**src/rtl/bip_datapath_if.sv**
```systemverilog
// Control-strobe, data-memory and status bundle between the BIP control unit and its datapath.
// BIP_OVF_FLAG_EN adds the sticky signed-overflow status bit o_overflow.
interface bip_datapath_if #(
  parameter int unsigned DATA_BITS    = 16,
  parameter int unsigned ADDRESS_BITS = 11,
  parameter int unsigned CYCLE_BITS   = 32
);
  logic [ADDRESS_BITS-1:0] i_operand;
  logic [1:0]              i_sel_a;
  logic                    i_sel_b;
  logic                    i_write_acc;
  logic                    i_operation;
  logic                    i_write_mem;
  logic                    i_read_mem;
  logic                    i_done;
  logic [DATA_BITS-1:0]    i_mem_rdata;
  logic [ADDRESS_BITS-1:0] o_mem_addr;
  logic [DATA_BITS-1:0]    o_mem_wdata;
  logic                    o_mem_we;
  logic                    o_mem_re;
  logic [DATA_BITS-1:0]    o_acc;
  logic                    o_halted;
  logic [CYCLE_BITS-1:0]   o_cycles;
`ifdef BIP_OVF_FLAG_EN
  logic                    o_overflow;

  modport master (
    output i_operand, i_sel_a, i_sel_b, i_write_acc, i_operation, i_write_mem, i_read_mem,
    output i_done, i_mem_rdata,
    input  o_mem_addr, o_mem_wdata, o_mem_we, o_mem_re, o_acc, o_halted, o_cycles, o_overflow
  );

  modport slave (
    input  i_operand, i_sel_a, i_sel_b, i_write_acc, i_operation, i_write_mem, i_read_mem,
    input  i_done, i_mem_rdata,
    output o_mem_addr, o_mem_wdata, o_mem_we, o_mem_re, o_acc, o_halted, o_cycles, o_overflow
  );
`else
  modport master (
    output i_operand, i_sel_a, i_sel_b, i_write_acc, i_operation, i_write_mem, i_read_mem,
    output i_done, i_mem_rdata,
    input  o_mem_addr, o_mem_wdata, o_mem_we, o_mem_re, o_acc, o_halted, o_cycles
  );

  modport slave (
    input  i_operand, i_sel_a, i_sel_b, i_write_acc, i_operation, i_write_mem, i_read_mem,
    input  i_done, i_mem_rdata,
    output o_mem_addr, o_mem_wdata, o_mem_we, o_mem_re, o_acc, o_halted, o_cycles
  );
`endif
endinterface

```
**src/rtl/bip_datapath.sv**
```systemverilog
// BIP execution datapath: accumulator, 16-bit add/sub ALU, data-memory port, halt flag, cycle count.
// Optional BIP_OVF_FLAG_EN builds a sticky signed-overflow flag on ALU writes to the accumulator.
module bip_datapath #(
  parameter int unsigned DATA_BITS    = 16,
  parameter int unsigned ADDRESS_BITS = 11,
  parameter int unsigned CYCLE_BITS   = 32
) (
  input logic            clk,
  input logic            rst,
  bip_datapath_if.slave  dp
);

  logic [DATA_BITS-1:0]  acc_q;
  logic                  halted_q;
  logic [CYCLE_BITS-1:0] cycles_q;
  logic [DATA_BITS-1:0]  imm_ext;
  logic [DATA_BITS-1:0]  alu_b;
  logic [DATA_BITS-1:0]  alu_res;
  logic [DATA_BITS-1:0]  acc_d;
  logic                  acc_we;

  assign imm_ext = {{(DATA_BITS - ADDRESS_BITS){dp.i_operand[ADDRESS_BITS-1]}}, dp.i_operand};

  always_comb begin
    alu_b   = dp.i_sel_b ? imm_ext : dp.i_mem_rdata;
    alu_res = dp.i_operation ? (acc_q - alu_b) : (acc_q + alu_b);
    acc_d   = acc_q;
    unique case (dp.i_sel_a)
      2'd0:    acc_d = dp.i_mem_rdata;
      2'd1:    acc_d = imm_ext;
      2'd2:    acc_d = alu_res;
      default: acc_d = acc_q;
    endcase
  end

  assign acc_we = dp.i_write_acc & ~halted_q;

  always_ff @(posedge clk) begin
    if (!rst) begin
      acc_q    <= '0;
      halted_q <= 1'b0;
      cycles_q <= '0;
    end else if (!halted_q) begin
      if (acc_we) acc_q <= acc_d;
      if (dp.i_done) halted_q <= 1'b1;
      // Counts the HLT posedge too, then freezes; saturates instead of wrapping.
      if (cycles_q != {CYCLE_BITS{1'b1}}) cycles_q <= cycles_q + CYCLE_BITS'(1);
    end
  end

`ifdef BIP_OVF_FLAG_EN
  logic ovf_q;
  logic ovf_now;

  always_comb begin
    if (dp.i_operation) begin
      ovf_now = (acc_q[DATA_BITS-1] != alu_b[DATA_BITS-1]) &&
                (alu_res[DATA_BITS-1] != acc_q[DATA_BITS-1]);
    end else begin
      ovf_now = (acc_q[DATA_BITS-1] == alu_b[DATA_BITS-1]) &&
                (alu_res[DATA_BITS-1] != acc_q[DATA_BITS-1]);
    end
  end

  always_ff @(posedge clk) begin
    if (!rst) begin
      ovf_q <= 1'b0;
    end else if (acc_we && dp.i_sel_a == 2'd2 && ovf_now) begin
      ovf_q <= 1'b1;
    end
  end

  assign dp.o_overflow = ovf_q;
`endif

  // Store sees the pre-update accumulator, so store-then-load in one cycle works.
  assign dp.o_mem_addr  = dp.i_operand;
  assign dp.o_mem_wdata = acc_q;
  assign dp.o_mem_we    = dp.i_write_mem & ~halted_q;
  assign dp.o_mem_re    = dp.i_read_mem & ~halted_q;
  assign dp.o_acc       = acc_q;
  assign dp.o_halted    = halted_q;
  assign dp.o_cycles    = cycles_q;

endmodule

```
**src/flat_wrapper.sv**
```systemverilog
// flat-port wrapper written by rule: the top's interface ports become plain ports
module bip_datapath_flat 
#(
  parameter int unsigned DATA_BITS    = 16,
  parameter int unsigned ADDRESS_BITS = 11,
  parameter int unsigned CYCLE_BITS   = 32
)
  (clk, rst, dp_i_operand, dp_i_sel_a, dp_i_sel_b, dp_i_write_acc, dp_i_operation, dp_i_write_mem, dp_i_read_mem, dp_i_done, dp_i_mem_rdata, dp_o_mem_addr, dp_o_mem_wdata, dp_o_mem_we, dp_o_mem_re, dp_o_acc, dp_o_halted, dp_o_cycles);
  bip_datapath_if #(.DATA_BITS(DATA_BITS), .ADDRESS_BITS(ADDRESS_BITS), .CYCLE_BITS(CYCLE_BITS)) dp_i ();
  input logic clk;
  input logic rst;
  input wire logic [$bits(dp_i.i_operand)-1:0] dp_i_operand;
  input wire logic [$bits(dp_i.i_sel_a)-1:0] dp_i_sel_a;
  input wire logic [$bits(dp_i.i_sel_b)-1:0] dp_i_sel_b;
  input wire logic [$bits(dp_i.i_write_acc)-1:0] dp_i_write_acc;
  input wire logic [$bits(dp_i.i_operation)-1:0] dp_i_operation;
  input wire logic [$bits(dp_i.i_write_mem)-1:0] dp_i_write_mem;
  input wire logic [$bits(dp_i.i_read_mem)-1:0] dp_i_read_mem;
  input wire logic [$bits(dp_i.i_done)-1:0] dp_i_done;
  input wire logic [$bits(dp_i.i_mem_rdata)-1:0] dp_i_mem_rdata;
  output wire logic [$bits(dp_i.o_mem_addr)-1:0] dp_o_mem_addr;
  output wire logic [$bits(dp_i.o_mem_wdata)-1:0] dp_o_mem_wdata;
  output wire logic [$bits(dp_i.o_mem_we)-1:0] dp_o_mem_we;
  output wire logic [$bits(dp_i.o_mem_re)-1:0] dp_o_mem_re;
  output wire logic [$bits(dp_i.o_acc)-1:0] dp_o_acc;
  output wire logic [$bits(dp_i.o_halted)-1:0] dp_o_halted;
  output wire logic [$bits(dp_i.o_cycles)-1:0] dp_o_cycles;
  assign dp_i.i_operand = dp_i_operand;
  assign dp_i.i_sel_a = dp_i_sel_a;
  assign dp_i.i_sel_b = dp_i_sel_b;
  assign dp_i.i_write_acc = dp_i_write_acc;
  assign dp_i.i_operation = dp_i_operation;
  assign dp_i.i_write_mem = dp_i_write_mem;
  assign dp_i.i_read_mem = dp_i_read_mem;
  assign dp_i.i_done = dp_i_done;
  assign dp_i.i_mem_rdata = dp_i_mem_rdata;
  assign dp_o_mem_addr = dp_i.o_mem_addr;
  assign dp_o_mem_wdata = dp_i.o_mem_wdata;
  assign dp_o_mem_we = dp_i.o_mem_we;
  assign dp_o_mem_re = dp_i.o_mem_re;
  assign dp_o_acc = dp_i.o_acc;
  assign dp_o_halted = dp_i.o_halted;
  assign dp_o_cycles = dp_i.o_cycles;
  bip_datapath #(.DATA_BITS(DATA_BITS), .ADDRESS_BITS(ADDRESS_BITS), .CYCLE_BITS(CYCLE_BITS)) u_core (.clk(clk), .rst(rst), .dp(dp_i));
endmodule
```
**config.mk**
```make
export PLATFORM = sky130hd
export DESIGN_NAME = bip_datapath_flat
export DESIGN_NICKNAME = d
export VERILOG_FILES = /design/src/rtl/bip_datapath_if.sv /design/src/rtl/bip_datapath.sv /design/src/flat_wrapper.sv
export SDC_FILE = /design/constraint.sdc
export NUM_CORES = 1
export LEC_CHECK = 0
export BUFFER_PORTS_ARGS = -buffer_cell sky130_fd_sc_hd__buf_2
export CAP_MARGIN = 10
export CORE_MARGIN = 2
export CORE_UTILIZATION = 48
export CTS_CLUSTER_DIAMETER = 50
export DETAILED_ROUTE_END_ITERATION = 10
export HOLD_SLACK_MARGIN = 0.03
export PLACE_DENSITY_LB_ADDON = 0.25
export SLEW_MARGIN = 20
export SYNTH_ARGS = -nofsm -noshare
export SYNTH_HDL_FRONTEND = slang
export SYNTH_SLANG_ARGS = --single-unit
```
**constraint.sdc**
```tcl
create_clock -name clk -period 3.95 [get_ports clk]
set_clock_uncertainty 0.05 [all_clocks]
set_input_delay 0.1975 -clock clk [delete_from_list [all_inputs] [get_ports clk]]
set_output_delay 0.1975 -clock clk [all_outputs]
set_load 0.02 [all_outputs]
```
## Word level (Yosys, flattened, before mapping)

Index checks and enable logic that the tools add are counted.
Widths: inputs -> output; s select.

- Add/subtract/negate cells: 3
- Equality and inequality tests: 3
- Muxes and demuxes: 5
- Bitwise operators: 4
- Reductions and logical operators: 4

Operator list:

| kind | number |
|---|---|
| $pmux 16 s3 | 1 |
| $add 32x1->32 const B | 1 |
| $mux 16 | 2 |
| $ne 32x32->1 const B | 1 |
| $add 16x16->16 | 1 |
| $sub 16x16->16 | 1 |
| $and 1x1->1 | 3 |
| $reduce_and 3->1 | 1 |
| $reduce_bool 3->1 | 1 |
| $eq 2x1->1 const B | 1 |
| $eq 2x2->1 const B | 1 |
| $logic_not 2->1 | 1 |
| $mux 1 | 2 |
| $reduce_and 2->1 | 1 |
| $not 1->1 | 1 |

- Register bits after elaboration: 49
- Input bits: 37

## Depth between registers and ports, before layout

Gate-level depths: netlist of the first run.

- Depth after elaboration: 4
- Depth in mapped cells: 17
- Depth with buffers taken out: 14

## Worst setup path after synthesis of the first run

Ideal clock, no wire load.

- Path kind: input -> register
- From: in dp_i_sel_b
- To: reg u_core.acc_q[15], in the netlist u_core.dp.o_acc[15]
- Library setup time: 0.126 ns
- Arrival: 3.523 ns
- Required time: 3.774 ns
- Slack: 0.252 ns
- Cell stages on the path: 15
- Buffers on the path: 3
- Cells stage by stage: buf_2 > buf_1 > clkbuf_1 > mux2i_1 > ha_1 > o21ai_0 > o21bai_1 > xnor2_1 > ha_1 > a21o_1 > o41ai_2 > o21ai_0 > a311oi_1 > xnor2_1 > o21ai_0

- Word-level cells in the longest chain between the ends: 4

Ends and longest elaborated chain:

| item | RTL line | RTL |
|---|---|---|
| start: declaration | flat_wrapper.sv:14 | `input wire logic [$bits(dp_i.i_sel_b)-1:0] dp_i_sel_b;` |
| $mux 16 * | bip_datapath.sv:25 | `alu_b = dp.i_sel_b ? imm_ext : dp.i_mem_rdata;` |
| $add 16x16->16 or $sub 16x16->16 (tied branches) | bip_datapath.sv:26 | `alu_res = dp.i_operation ? (acc_q - alu_b) : (acc_q + alu_b);` |
| $mux 16 * | bip_datapath.sv:26 |  |
| $pmux 16 s3 * | bip_datapath.sv:28 | `unique case (dp.i_sel_a)` |
| end signal: assignment | bip_datapath.sv:40 | `acc_q <= '0;` |
| end signal: assignment | bip_datapath.sv:44 | `if (acc_we) acc_q <= acc_d;` |
| end: declaration | bip_datapath.sv:13 | `logic [DATA_BITS-1:0] acc_q;` |

Every way passes the cells marked *; elsewhere a longest branch is shown, timed or not.
A chain may end at the register's enable or synchronous reset.

## Final worst setup path of the first run

Ends and elaborated chain as after synthesis.

==> results of run 1 <==
-- per-stage QoR --
stage | instance area, µm² | util (%) | worst slack (ns) | instances | total power [mW]
floorplan | 4080 | - | 0.252 | 511 | 0.866
global placement | 4520 | 55.0 | 0.518 | 685 | 0.958
detailed placement | 4520 | 55.0 | 0.359 | 685 | 0.965
CTS | 4640 | 56.5 | 0.695 | 694 | 1.35
global route | 4640 | 56.5 | 0.450 | 694 | 1.41
finish | 4640 | 56.5 | 0.565 | 694 | 1.34
-- metal layers --
layer,vias up,part of all wire [%]
met1,1862,45
li1,1969,-
met5,-,0
met3,10,5.2
met4,0,0.77
met2,110,49
-- where the power goes --
group	total, mW	internal, mW	switching [mW]
Combinational	0.429	0.169	0.260
Clock	0.377	0.190	0.186
Sequential	0.532	0.511	0.0208
-- synthesized netlist by cell type (all sizes together), types with 14 or more instances --
| cell | number |
|---|---|
| nor2 | 21 |
| xor2 | 23 |
| a21oi | 25 |
| dfxtp | 49 |
| nand3 | 18 |
| ha | 20 |
| buf | 31 |
| and2 | 32 |
| inv | 15 |
| o21ai | 31 |
| nand2 | 47 |
| clkbuf | 16 |
| nor3 | 14 |
| xnor2 | 26 |
-- layout make-up --
class | instances | area, µm² | area share, %
Clock buffer | 5 | 68.8 | 1.48
Clock inverter | 3 | 43.8 | 0.943
Inverter | 15 | 56.3 | 1.21
Multi-Input combinational cell | 400 | 2770 | 59.6
Sequential cell | 49 | 981 | 21.1
Tap cell | 105 | 131 | 2.83
Timing Repair Buffer | 117 | 596 | 12.8
-- worst paths after layout --
check	from	to	cells past startpoint	slack [ns]
hold / removal	dp_i_mem_rdata[8]	u_core.dp.o_acc[8]	3	0.20
hold reg to reg	u_core.dp.o_acc[0]	u_core.dp.o_acc[0]	2	0.46
setup / recovery	dp_i_sel_b	u_core.dp.o_acc[15]	13	0.56
setup reg to reg	u_core.dp.o_acc[6]	u_core.dp.o_acc[15]	7	1.45
-- flip-flops by register name, summed over array words and instances, names as in the netlist --
register / count
u_core.dp.o_cycles: 32
u_core.dp.o_acc: 16
u_core.dp.o_halted: 1
-- worst max-delay path, cell delays in order --
cell and delay, ns:
buf_2 0.34, mux2i_1 0.33, ha_1 0.21, o21ai_0 0.16, o21bai_1 0.23, xnor2_1 0.10, ha_1 0.36, a21o_1 0.21
o41ai_2 0.43, o21ai_0 0.33, a311oi_1 0.39, xnor2_1 0.15, o21ai_0 0.09
-- logic make-up (layout without fill, tap and decap cells) --
family / count (synthesis) / count (layout) / synth area share, %
buffers and inverters: 62 / 140 / 8.21
AOI/OAI and AO/OA: 118 / 118 / 19.1
adders and majority gates: 21 / 21 / 6.62
and+or+nand+nor: 197 / 197 / 27.8
xor gates and xnor gates: 49 / 49 / 10.5
muxes: 15 / 15 / 3.74
DFF: 49 / 49 / 24.0
==> metrics.txt, run 1 <==
Data arrival, critical path=3.53 ns; post-DR wirelength/cell=between 15 and 20 µm; H-Tree Depth=2; Primary FF master, synth=dfxtp_1; critical path endpoint category=register; dominant cell type by area after synthesis=dfxtp_1; quantity of I/O buffers inserted on ports=114; CTS Buf Count=5; most used routing layer=met2; commonest non-fill, non-tap cell in the layout=buf_2; main area contributors after synthesis=dfxtp_1 24%, ha_1 6.1%, xnor2_1 5.6%, buf_4 5.0%, xor2_1 4.9%; worst path required time=a little over 4 ns; initial antenna violation count=0; sequential share of the synthesized area=24.0%; Hold Path Class=input port to register; clock tree buffer depth=2; Final Max Tran Viols=0; DP Wirelength=roughly 7.7 mm; number of global-route vias before repair=between 3000 and 4000; DRT antenna net count=0; grt met2 use=41.0%; postcts setup bufs=0; CTS root buf=clkbuf_8; Die Y=96.2 µm; Initial DRC Count=153; worst-skew pair later-pin latency=around 0.3 ns; Area Overhead vs Synth=13.7%; most frequent cells in the layout=114 x buf_2, 49 x dfxtp_1, 47 x nand2_1; Starting Density=49.7%; CTS Hold Buffers Added=1; die width=96.2 µm; YS warnings=0; Peak supply drop=0.000238 V; nets@finish=roughly 650; global-route wire length before repair=16.6 mm; vias=3951; met1 usage in global routing=27.4%; Max Cap Violations=0; CTS Sinks=49; Core ar.=0.00822 mm²; Post-route DRC=0; Synth Register Bits=49; leakage=roughly 2.2 nW; worst hold margin=0.196 ns; fin crit period=3.39 ns; setup violators final=0; die area=about 0.0093 mm²; RD Place Congestion=0.903; Max Fclk=roughly 0.30 GHz; fillers=817; Final Hold Vio Count=0; TritonCTS clock tree=built; clock slew at reported path FFs=0.10 ns; fin crit share=a little under nine tenths; row cnt=33; final WL=10.5 mm; status=finished, final reports clean; CP Class=input port to register; Post-Syn Instances=511; normalized max-slew margin=43.4%; Post-CTS Resized=0; pwr dens=288 mW/mm²; GR Util met3=under 10%; largest net degree at the start of global routing=57; slew of the pin with the lowest slew margin=between 0.8 and 0.9 ns; TNS Setup=0 ns; Top Ports=115; Netlist Area Pre-Place=0.00408 mm²; Overflow after GRT=0; Syn Area/Cell=7.99 µm²; gr usage total=22.4%; iteration count of the initial detailed-routing pass=4; Syn Nets=569; layout cells sized above 1=around a quarter; n_diodes=0; ys async rst share=0%; crit start category=input port; EDFF count, synth=0; Yosys cell types=59; mean number of vias per cell=5.69; CP Max Fanout=18; RSZ-0062 raised after global routing=no; Synth top area share=between 20% and 30%
(Power assumes the default switching activity.)
==> run 2, diff against run 1 <==
==> constraint.sdc (replaced) <==
create_clock -name clk -period 2.9 [get_ports clk]
set_clock_uncertainty 0.05 [all_clocks]
set_input_delay 0.145 -clock clk [delete_from_list [all_inputs] [get_ports clk]]
set_output_delay 0.145 -clock clk [all_outputs]
set_load 0.02 [all_outputs]
==> metrics.txt, run 2 (synthesis gave the netlist of run 1 again) <==
CTS Sinks=49 (unchanged); worst path required time=3.09 ns (was 4.09 ns); Area Overhead vs Synth=19.9% (was 13.7%); normalized max-slew margin=54.9% (was 43.4%); clock tree buffer depth=2 (unchanged); DP Wirelength=8.58 mm (was 7.68 mm); Die Y=96.2 µm (unchanged); Max Fclk=0.373 GHz; setup slack at placement=-0.155 ns (was 0.359 ns); Initial DRC Count=183 (was 153); CTS Buf Count=5 (unchanged); die width=96.2 µm (unchanged); n_diodes=0 (unchanged); post-DR wirelength/cell=15.5 µm (was 15.1 µm); final WL=11.3 mm (was 10.5 mm); worst r2r src=u_core.dp.o_cycles[10] (was u_core.dp.o_acc[6]); R2R depth=7 (unchanged); Final Max Tran Viols=0 (unchanged); r2r endpoint=u_core.dp.o_cycles[22] (was u_core.dp.o_acc[15]); setup violators final=0 (unchanged); critical path endpoint category=register (unchanged); number of global-route vias before repair=3799 (was 3617); slew of the pin with the lowest slew margin=0.671 ns (was 0.849 ns); postcts setup bufs=0 (unchanged); largest net degree at the start of global routing=56 (was 57); RSZ-0062 raised after global routing=yes (was no); RD Place Congestion=0.955 (was 0.903); Hold Path Class=input port to register (unchanged); Worst Setup SP=dp_i_sel_b (unchanged); internal power=1.15 mW (was 0.870 mW); Core ar.=0.00822 mm² (unchanged); Largest register FFs=32 (unchanged); Data arrival, critical path=2.87 ns (was 3.53 ns); worst-skew pair later-pin latency=0.31 ns (was 0.30 ns); DRT antenna net count=0 (unchanged); switch share=37.0% (was 34.9%); status=finished, final reports clean (unchanged); quantity of I/O buffers inserted on ports=114 (unchanged); CP endpoint=u_core.dp.o_acc[13] (was u_core.dp.o_acc[15]); NetSw=0.676 mW (was 0.467 mW); CP Max Fanout=8 (was 18); Critical path buffers and inverters=1 (unchanged); nets@finish=677 (was 646); mean number of vias per cell=5.62 (was 5.69); crit-path leading delay family=compound AO/OA/AOI/OAI gates (unchanged); Top Ports=115 (unchanged); most frequent cells in the layout=114 x buf_2, 49 x dfxtp_1, 47 x nand2_1 (unchanged); CP Cell Sequence=buf_2 > mux2i_1 > ha_2 > nor2_1 > xor2_1 > ha_1 > o21ai_0 > a21oi_1 > o41ai_2 > o21ai_2 > nor4b_1 > o31ai_1 > a21boi_0 (was buf_2 > mux2i_1 > ha_1 > o21ai_0 > o21bai_1 > xnor2_1 > ha_1 > a21o_1 > o41ai_2 > o21ai_0 > a311oi_1 > xnor2_1 > o21ai_0); Finished Layout Cells=725 (was 694); Placed Cells incl. Taps=716 (was 685); TritonCTS clock tree=built (unchanged); H-Tree Depth=2 (unchanged); max incr delay on CP=0.41 ns (was 0.43 ns); fin crit share=between 90 and 100%; R2R Setup Slk=0.51 ns (was 1.45 ns); Clock power frac=24.3% (was 28.2%); vias=4075 (was 3951); Starting Density=49.7% (unchanged); leakage=2.32 nW (was 2.18 nW); CTS root buf=clkbuf_8 (unchanged); fin crit period=2.68 ns; Overflow after GRT=0 (unchanged); Seq pwr share=39.7% (was 39.8%); Max Cap Violations=0 (unchanged); pwr dens=373 mW/mm² (was 288 mW/mm²); fillers=752 (was 817); Final Hold Vio Count=0 (unchanged); Peak supply drop=0.000196 V (was 0.000238 V); CP Class=input port to register (unchanged); Comb power frac=36.1% (was 32.1%); iteration count of the initial detailed-routing pass=4 (unchanged); commonest non-fill, non-tap cell in the layout=buf_2 (unchanged); initial antenna violation count=0 (unchanged); Post-route DRC=0 (unchanged); row cnt=33 (unchanged); clock slew at reported path FFs=0.11 ns (was 0.10 ns); Slowest-stage cell, CP=o41ai_2 (unchanged); layout cells sized above 1=28.2% (was 23.3%); crit start category=input port (unchanged); CP Depth=13 (unchanged); gr usage total=24.8% (was 22.4%); fin worst setup slack=0.220 ns (was 0.565 ns); final total power=1.83 mW (was 1.34 mW); die area=0.00926 mm² (unchanged); global-route wire length before repair=18.3 mm (was 16.6 mm)
run 2: final cells by class:
type	count	area, µm²	share of cell area, %
tap	105	131	2.68
clock buffer	5	68.8	1.41
sequential	49	981	20.0
multi-input combinational	400	2800	57.3
timing repair buffer	148	828	16.9
clock inverter	3	26.3	0.537
inverter	15	56.3	1.15
run 2: worst min-delay path by stage:
stage | from | cells after the start | to | slack (ns)
finish | dp_i_mem_rdata[9] | 3 | u_core.dp.o_acc[9] | 0.14
global route | dp_i_operand[6] | 3 | u_core.dp.o_acc[6] | 0.19
CTS | dp_i_mem_rdata[9] | 3 | u_core.dp.o_acc[9] | 0.13
detailed placement | dp_i_done | 2 | u_core.dp.o_halted | 0.30
global placement | dp_i_done | 2 | u_core.dp.o_halted | 0.29
floorplan | dp_i_done | 1 | u_core.dp.o_halted | 0.21
run 2: tightest hold or removal path, stage by stage:
cell and delay [ns]:
buf_2 0.11, o211ai_1 0.09, o21ai_0 0.13
run 2: metal layers:
layer | share of wire [%] | vias to the layer above | wire [µm] | global-route usage (%)
met3 | 6.7 | 15 | 755 | 3.29
met5 | 0 | - | 0 | 0
met4 | 1.4 | 0 | 161 | 6.07
met2 | 47 | 133 | 5310 | 42.4
li1 | - | 2022 | - | -
met1 | 45 | 1905 | 5020 | 32.8
run 2: stage by stage:
step	hold slack (ns)	TNS (ns)	instance area, µm²	util, %
6_report	0.141	0	4890	59.6
5_1_grt	0.189	-0.00366	4890	59.6
4_1_cts	0.132	0	4870	59.3
3_5_place_dp	0.298	-0.402	4770	58.0
3_3_place_gp	0.291	-0.116	4770	58.0
2_1_floorplan	0.205	-0.0110	4130	-
run 2: repair_timing:
item / in CTS / in global routing
endpoints found under the setup margin: 0 / 3
endpoints found under the hold margin: 1 / 0
hold buffers: 1 / 0
resized for setup: 0 / 4
run 2: power groups by stage:
stage | logic, mW | clock network, mW | registers [mW]
CTS | 0.651 | 0.451 | 0.725
global route | 0.726 | 0.482 | 0.729
finish | 0.659 | 0.444 | 0.725
global placement | 0.634 | 0 | 0.739
floorplan | 0.428 | 0 | 0.761
detailed placement | 0.645 | 0 | 0.740
